$ cat config.mk
export PLATFORM = sky130hd
export DESIGN_NAME = ni_packetizer
export DESIGN_NICKNAME = d
export VERILOG_FILES = /design/src/rtl/ni_packetizer_pkg.sv /design/src/rtl/ni_packetizer_out_reg.sv /design/src/rtl/ni_packetizer.sv
export SDC_FILE = /design/constraint.sdc
export NUM_CORES = 1
export LEC_CHECK = 0
export BUFFER_PORTS_ARGS = -buffer_cell sky130_fd_sc_hd__buf_2
export CORE_UTILIZATION = 42
export CTS_CLUSTER_DIAMETER = 30
export DETAILED_ROUTE_END_ITERATION = 10
export PLACE_DENSITY = 0.63
export SYNTH_ARGS = -nofsm -noshare
export SYNTH_HDL_FRONTEND = slang
export SYNTH_SLANG_ARGS = --single-unit
$ cat constraint.sdc
create_clock -name clk -period 3.28 [get_ports clk]
set_input_delay 0 -clock clk [delete_from_list [all_inputs] [get_ports clk]]
set_output_delay 0 -clock clk [all_outputs]
set_load 0.05 [all_outputs]
$ cat src/rtl/ni_packetizer_pkg.sv
// ---------------------------------------------------------------------------
// ni_packetizer_pkg
// Shared definitions for the network-interface packetizer:
//   - flit width and router address width (from `DATA_WIDTH / `AXIS)
//   - flit type codes and field offsets inside a flit
//   - NI FSM state encoding
//   - helper that assembles the upper 31 bits of a header flit
// No ports (package).
// ---------------------------------------------------------------------------
`ifndef DATA_WIDTH
`define DATA_WIDTH 32
`endif
`ifndef AXIS
`define AXIS 4
`endif

package ni_packetizer_pkg;

  localparam int DATA_WIDTH = `DATA_WIDTH;
  localparam int AXIS       = `AXIS;
  localparam int LEN_W      = 12;
  localparam int SEQ_W      = 8;
  localparam int WORD_W     = 28;

  // Flit type codes, one-hot so a single bit identifies the flit kind
  localparam logic [2:0] FLIT_HEADER = 3'b001;
  localparam logic [2:0] FLIT_BODY   = 3'b010;
  localparam logic [2:0] FLIT_TAIL   = 3'b100;

  // Field offsets (LSB position) inside a flit
  localparam int TYPE_LSB = 29;
  localparam int LEN_LSB  = 17;
  localparam int DST_LSB  = 13;
  localparam int SRC_LSB  = 9;
  localparam int SEQ_LSB  = 1;
  localparam int PAR_BIT  = 0;

  typedef enum logic [1:0] {
    ST_IDLE    = 2'd0,
    ST_PAYLOAD = 2'd1,
    ST_DRAIN   = 2'd2
  } ni_state_e;

  // Bits [31:1] of a header flit; parity is appended by the output register
  function automatic logic [DATA_WIDTH-2:0] make_header(
    input logic [LEN_W-1:0] len,
    input logic [AXIS-1:0]  dst,
    input logic [AXIS-1:0]  src,
    input logic [SEQ_W-1:0] seq
  );
    return {FLIT_HEADER, len, dst, src, seq};
  endfunction

  // Bits [31:1] of a body or tail flit
  function automatic logic [DATA_WIDTH-2:0] make_data(
    input logic [2:0]        ftype,
    input logic [WORD_W-1:0] word
  );
    return {ftype, word};
  endfunction

endpackage

$ cat src/rtl/ni_packetizer_out_reg.sv
// ---------------------------------------------------------------------------
// ni_out_reg
// Single-flit output register in front of the router LOCAL port.
// Holds one flit plus a valid bit; the flit leaves when the router can take
// it (rts_o = valid & dcts_i). A new flit may be loaded in the same cycle
// the current one drains, so back-to-back flits need no bubble.
// Optional feature macro: NI_PARITY_EN -> bit[0] is even parity over [31:1];
// otherwise bit[0] is 0.
// Ports:
//   clk_i, rst_i   clock, asynchronous active-high reset
//   load_i         write flit_i into the register this cycle
//   flit_i         bits [31:1] of the flit to load
//   dcts_i         router can accept a flit
//   valid_o        register holds a flit
//   data_o         registered flit (stable while valid_o & !dcts_i)
//   rts_o          transfer strobe, flit leaves this cycle
// ---------------------------------------------------------------------------
module ni_out_reg
  import ni_packetizer_pkg::*;
(
  input  logic                  clk_i,
  input  logic                  rst_i,
  input  logic                  load_i,
  input  logic [DATA_WIDTH-2:0] flit_i,
  input  logic                  dcts_i,
  output logic                  valid_o,
  output logic [DATA_WIDTH-1:0] data_o,
  output logic                  rts_o
);

  logic                  valid_q;
  logic [DATA_WIDTH-1:0] data_q;
  logic                  parity;

  // Parity is computed at load time so the registered flit is complete
  always_comb begin
`ifdef NI_PARITY_EN
    parity = ^flit_i;
`else
    parity = 1'b0;
`endif
  end

  // Load wins over drain: a same-cycle load replaces the departing flit
  always_ff @(posedge clk_i or posedge rst_i) begin
    if (rst_i) begin
      valid_q <= 1'b0;
      data_q  <= '0;
    end else if (load_i) begin
      valid_q <= 1'b1;
      data_q  <= {flit_i, parity};
    end else if (rts_o) begin
      valid_q <= 1'b0;
    end
  end

  assign valid_o = valid_q;
  assign data_o  = data_q;
  assign rts_o   = valid_q & dcts_i;

endmodule

$ cat src/rtl/ni_packetizer.sv
// ---------------------------------------------------------------------------
// ni_packetizer
// Network-interface injector for the router LOCAL input port. Accepts a
// packet descriptor (destination, payload length P) and P payload words,
// and emits header, P-1 body flits and one tail flit under RTS/CTS flow
// control, at most one flit per cycle.
// Optional feature macro: NI_PARITY_EN (even parity in flit bit[0]).
// Parameters: CUR_ADDR - source router address written into headers.
// Ports:
//   clk, rst             clock, asynchronous active-high reset
//   pkt_valid/pkt_ready  descriptor handshake; pkt_dst, pkt_len (1..4094)
//   wr_valid/wr_ready    payload word handshake; wr_data (28 bits)
//   tx_data, tx_rts      flit and transfer strobe to router L_RX/L_DRTS
//   tx_dcts              router L_CTS
//   busy                 packet in progress (accept .. tail transfer)
//   err_len              one-cycle pulse when an illegal length is dropped
// ---------------------------------------------------------------------------
module ni_packetizer
  import ni_packetizer_pkg::*;
#(
  parameter logic [AXIS-1:0] CUR_ADDR = 4'b0010
) (
  input  logic                  clk,
  input  logic                  rst,
  input  logic                  pkt_valid,
  output logic                  pkt_ready,
  input  logic [AXIS-1:0]       pkt_dst,
  input  logic [LEN_W-1:0]      pkt_len,
  input  logic                  wr_valid,
  output logic                  wr_ready,
  input  logic [WORD_W-1:0]     wr_data,
  output logic [DATA_WIDTH-1:0] tx_data,
  output logic                  tx_rts,
  input  logic                  tx_dcts,
  output logic                  busy,
  output logic                  err_len
);

  ni_state_e             state_q, state_d;
  logic [LEN_W-1:0]      rem_q, rem_d;
  logic [SEQ_W-1:0]      seq_q, seq_d;
  logic                  pkt_ready_q;
  logic                  busy_q;
  logic                  err_len_q, err_len_d;

  logic                  out_valid;
  logic                  load;
  logic [DATA_WIDTH-2:0] load_flit;
  logic                  pkt_fire;
  logic                  wr_fire;
  logic                  len_ok;

  // Lengths 0 and 4095 cannot be encoded (header carries P+1 in 12 bits)
  assign len_ok   = (pkt_len != '0) && (pkt_len != {LEN_W{1'b1}});
  assign pkt_fire = pkt_valid & pkt_ready_q;

  // A word is only taken when the output register has room this cycle
  assign wr_ready = (state_q == ST_PAYLOAD) & (~out_valid | tx_rts);
  assign wr_fire  = wr_valid & wr_ready;

  // Next-state and flit selection. The last payload word always becomes
  // the tail, so a one-word packet is header + tail with no body.
  always_comb begin
    state_d   = state_q;
    rem_d     = rem_q;
    seq_d     = seq_q;
    err_len_d = 1'b0;
    load      = 1'b0;
    load_flit = '0;
    unique case (state_q)
      ST_IDLE: begin
        if (pkt_fire) begin
          if (len_ok) begin
            load      = 1'b1;
            load_flit = make_header(LEN_W'(pkt_len + 12'd1), pkt_dst, CUR_ADDR, seq_q);
            rem_d     = pkt_len;
            state_d   = ST_PAYLOAD;
          end else begin
            err_len_d = 1'b1;
          end
        end
      end
      ST_PAYLOAD: begin
        if (wr_fire) begin
          load  = 1'b1;
          rem_d = rem_q - 12'd1;
          if (rem_q == 12'd1) begin
            load_flit = make_data(FLIT_TAIL, wr_data);
            state_d   = ST_DRAIN;
          end else begin
            load_flit = make_data(FLIT_BODY, wr_data);
          end
        end
      end
      ST_DRAIN: begin
        if (tx_rts) begin
          state_d = ST_IDLE;
          seq_d   = seq_q + 8'd1;
        end
      end
      default: begin
        state_d = ST_IDLE;
      end
    endcase
  end

  // State and registered handshake/status outputs, derived from the next
  // state so they line up with the state they describe
  always_ff @(posedge clk or posedge rst) begin
    if (rst) begin
      state_q     <= ST_IDLE;
      rem_q       <= '0;
      seq_q       <= '0;
      pkt_ready_q <= 1'b0;
      busy_q      <= 1'b0;
      err_len_q   <= 1'b0;
    end else begin
      state_q     <= state_d;
      rem_q       <= rem_d;
      seq_q       <= seq_d;
      pkt_ready_q <= (state_d == ST_IDLE);
      busy_q      <= (state_d != ST_IDLE);
      err_len_q   <= err_len_d;
    end
  end

  ni_out_reg u_out_reg (
    .clk_i   (clk),
    .rst_i   (rst),
    .load_i  (load),
    .flit_i  (load_flit),
    .dcts_i  (tx_dcts),
    .valid_o (out_valid),
    .data_o  (tx_data),
    .rts_o   (tx_rts)
  );

  assign pkt_ready = pkt_ready_q;
  assign busy      = busy_q;
  assign err_len   = err_len_q;

endmodule

==> impl_metrics.py <==
metrics = {
    "die": {
        "die-width_um": 86.93,
        "die_h_um": 86.93,
        "initial_utilization_pct": 44.10,
        "design.die.area_um2": 7556,
        "num_rows": 30,
        "design.portCount": 86,
        "core_um2": 6869,
    },
    "pwr": {
        "power.share.combinational_pct": 44.8,
        "peakVddDrop_mv": 0.4081,
        "cellLeakagePower_uw": 0.001932,
        "intPower_uw": 1820,
        "power_density_nw_per_um2": 827.4,
        "power.sequential.fraction_pct": 34.0,
        "switchingPower_uw": 1473,
        "netSwitchingFraction_pct": 44.73,
        "power_frac_clock_pct": 21.2,
    },
    "clocking": {
        "clock_insertion_delay_worst_skew_ps": 330,
        "largest_buffer_count_on_any_clock_path": 2,
        "cts.sinks": 57,
        "postCtsSetupBuffers": 0,
        "ctsHtreeMaxLevel": 3,
        "cts_clock_pin_slew_for_the_worst_setup_and_hold_paths_ps": 70,
        "tritoncts": "yes",
        "postCtsResizedCells": 0,
        "cts-root-buf": "clkbuf_8",
        "numCtsBuffers": 9,
        "cts-hold-fix-buffers": 33,
    },
    "synthesis": {
        "yosys_warns": 0,
        "post_syn_nets": 340,
        "post-synth-top-area-fraction_pct": 47.09,
        "synthArstFlopShare_pct": 100.0,
        "synth_top_cells_by_area": "dfrtp_1 (47%), a22o_1 (3.8%), xnor2_1 (3.8%)",
        "synthMostInstantiatedCell": "dfrtp_1",
        "seq_area_frac_synth_pct": 47.09,
        "syn_area_um2": 3029,
        "synth-edff-count": 0,
        "netlist-cell-type-count": 53,
        "dominantRegCellSynth": "dfrtp_1",
        "postSynthRegisterBits": 57,
        "post_synth.cell_area_avg_um2": 10.59,
        "post_synth_most_frequent_cells": "dfrtp_1 (57), nor2_1 (23), nand2_1 (20)",
        "post-synth-top-area-cell": "dfrtp_1",
        "syn_inst": 286,
    },
    "routing": {
        "met3_length_um": 312,
        "drt-pass1-iter-count": 4,
        "met2_length_mm": 3.369,
        "viasPerCell": 5.141,
        "ant_nets": 0,
        "drt_iter0_markers": 184,
        "detail_route.wl_per_cell_um": 15.12,
        "route.layer.met1.wl_mm": 3.770,
        "highest-signal-layer": "met4",
        "dr_total_vias": 2560,
        "drcViolationCount": 0,
        "drt_wl_total_mm": 7.528,
    },
    "sta": {
        "setup_violations": 0,
        "min_period_ps": 2624,
        "finalCritPeriodShare_pct": 80.00,
        "max_slew.worst_pin.slew_ps": 875.2,
        "timing.clock.skew_ps": 5.608,
        "timing_max_transition_violations_final": 0,
        "max_slew_margin_pct": 41.48,
        "finalSetupTns_ps": 0,
        "clock.fmax_mhz": 381.1,
        "rsz0062_at_grt": "no",
        "fin_hold_ws_ps": 62.29,
        "hold_violations": 0,
        "finalWorstSetupSlack_ps": 656.2,
    },
    "critical_path": {
        "timing.reg2reg.worst_path_depth": 6,
        "critical_path_peak_fanout": 31,
        "path_class": "flop to flop",
        "crit_path_end_kind": "flop",
        "cp_data_arrival_time_ps": 2900,
        "timing.rr.end": "u_out_reg.data_o[16]",
        "cp-start-kind": "flop",
        "crit-reg2reg-launch": "state_q[0]",
        "critical_path_required_ps": 3550,
        "regToRegSetupSlack_ps": 660,
    },
    "worst_hold_path": {
        "worst_hold_path_depth": 3,
        "holdCritPathClass": "input port to flop",
        "min_delay_worst_endpoint": "rem_q[3]",
        "min_from": "pkt_len[3]",
    },
    "layout": {
        "area_delta_synth_final_pct": 31.35,
        "fin_util_pct": 57.92,
        "finalNetCount": 452,
        "layout-drive-gt1-share_pct": 29.60,
        "antenna_cells_inserted": 0,
    },
    "global_routing": {
        "grt_max_degree": 38,
        "grt_antenna_before_repair": 0,
        "grt_first_pass_wirelength_mm": 12.46,
        "grt-ovfl-total": 0,
        "vias_in_the_first_global_route": 2537,
        "grt.total_usage_pct": 21.60,
    },
    "place": {
        "post-place-ws_ps": 971.5,
        "detailed_place_hpwl_mm": 5.118,
        "port-buffer-count": 84,
        "routability_driven_placement_congestion_ratio": 0.8538,
    },
    "status": {
        "outcome": "completed",
    },
    "job": {
        "max_cap_violations": 0,
    },
}
power groups by stage:
stage	Clock, µW	Combinational (µW)	Sequential [µW]
final	699	1470	1120
after global routing	745	1570	1160
after CTS	716	1480	1120
after detailed placement	0	1440	1130
after global placement	0	1420	1120
after floorplan	0	607	1650
logic make-up after synthesis:
logic type / Yosys count / synth area share [%]
buffers and inverters: 27 / 6.113
and+or+nand+nor: 93 / 17.18
AOI/OAI and AO/OA: 74 / 18.50
DFF: 57 / 47.09
muxes: 7 / 2.561
xor gates and xnor gates: 22 / 6.361
adders and majority gates: 5 / 2.065
other: 1 / 0.1238
layout make-up:
class | instances | area (µm²)
Clock buffer | 9 | 123.9
Multi-Input combinational cell | 202 | 1418
Sequential cell | 57 | 1426
Fill cell | 620 | 2890
Timing Repair Buffer | 121 | 780.7
Inverter | 7 | 26.28
Tap cell | 96 | 120.1
Clock inverter | 6 | 83.83
metal layers:
| metal | vias up | GRT usage [%] |
|---|---|---|
| met5 | - | 0 |
| met4 | 0 | 9.242 |
| met3 | 8 | 3.981 |
| met2 | 63 | 32.57 |
| li1 | 1262 | - |
| met1 | 1227 | 30.46 |
through the flow:
step	instances	power, µW	area, µm²
2_1_floorplan	286	2255	3029
3_3_place_gp	450	2546	3441
3_5_place_dp	450	2567	3441
4_1_cts	498	3315	3979
5_1_grt	498	3475	3979
6_report	498	3292	3979
layout by cell type, fill, tap and decap left out, types with 7 or more instances in the layout:
cell,n
xor2_1,9
clkbuf_8,9
nand2_1,20
nand3_1,9
buf_2,84
dfrtp_1,57
xnor2_1,13
a21oi_1,10
nand4_1,8
dlygate4sd3_1,33
a221o_1,11
a22o_1,13
o21ai_0,7
nor2_1,23
a21o_1,14
nor3_1,7
how the worst max path moves through the flow:
stage	start	end	slack (ps)
6_report	state_q[0]	u_out_reg.data_o[16]	660
5_1_grt	state_q[0]	u_out_reg.data_o[16]	470
4_1_cts	state_q[0]	u_out_reg.data_o[13]	620
3_5_place_dp	state_q[0]	state_q[0]	970
3_3_place_gp	state_q[0]	state_q[0]	1020
2_1_floorplan	rem_q[0]	rem_q[6]	1370
registers in the layout (all words and copies together), names as in the netlist:
register / cells
pkt_ready: 1
seq_q: 8
u_out_reg.data_o: 31
state_q: 2
rem_q: 12
u_out_reg.valid_o: 1
busy: 1
err_len: 1
worst max-delay path: stages (launching register included):
cell and delay [ps]:
dfrtp_1 480, nor2b_1 580, and3_1 300, buf_4 350, a22o_1 210, dlygate4sd3_1 560
a21o_1 80
No activity file was read; power rests on OpenSTA's default activity.
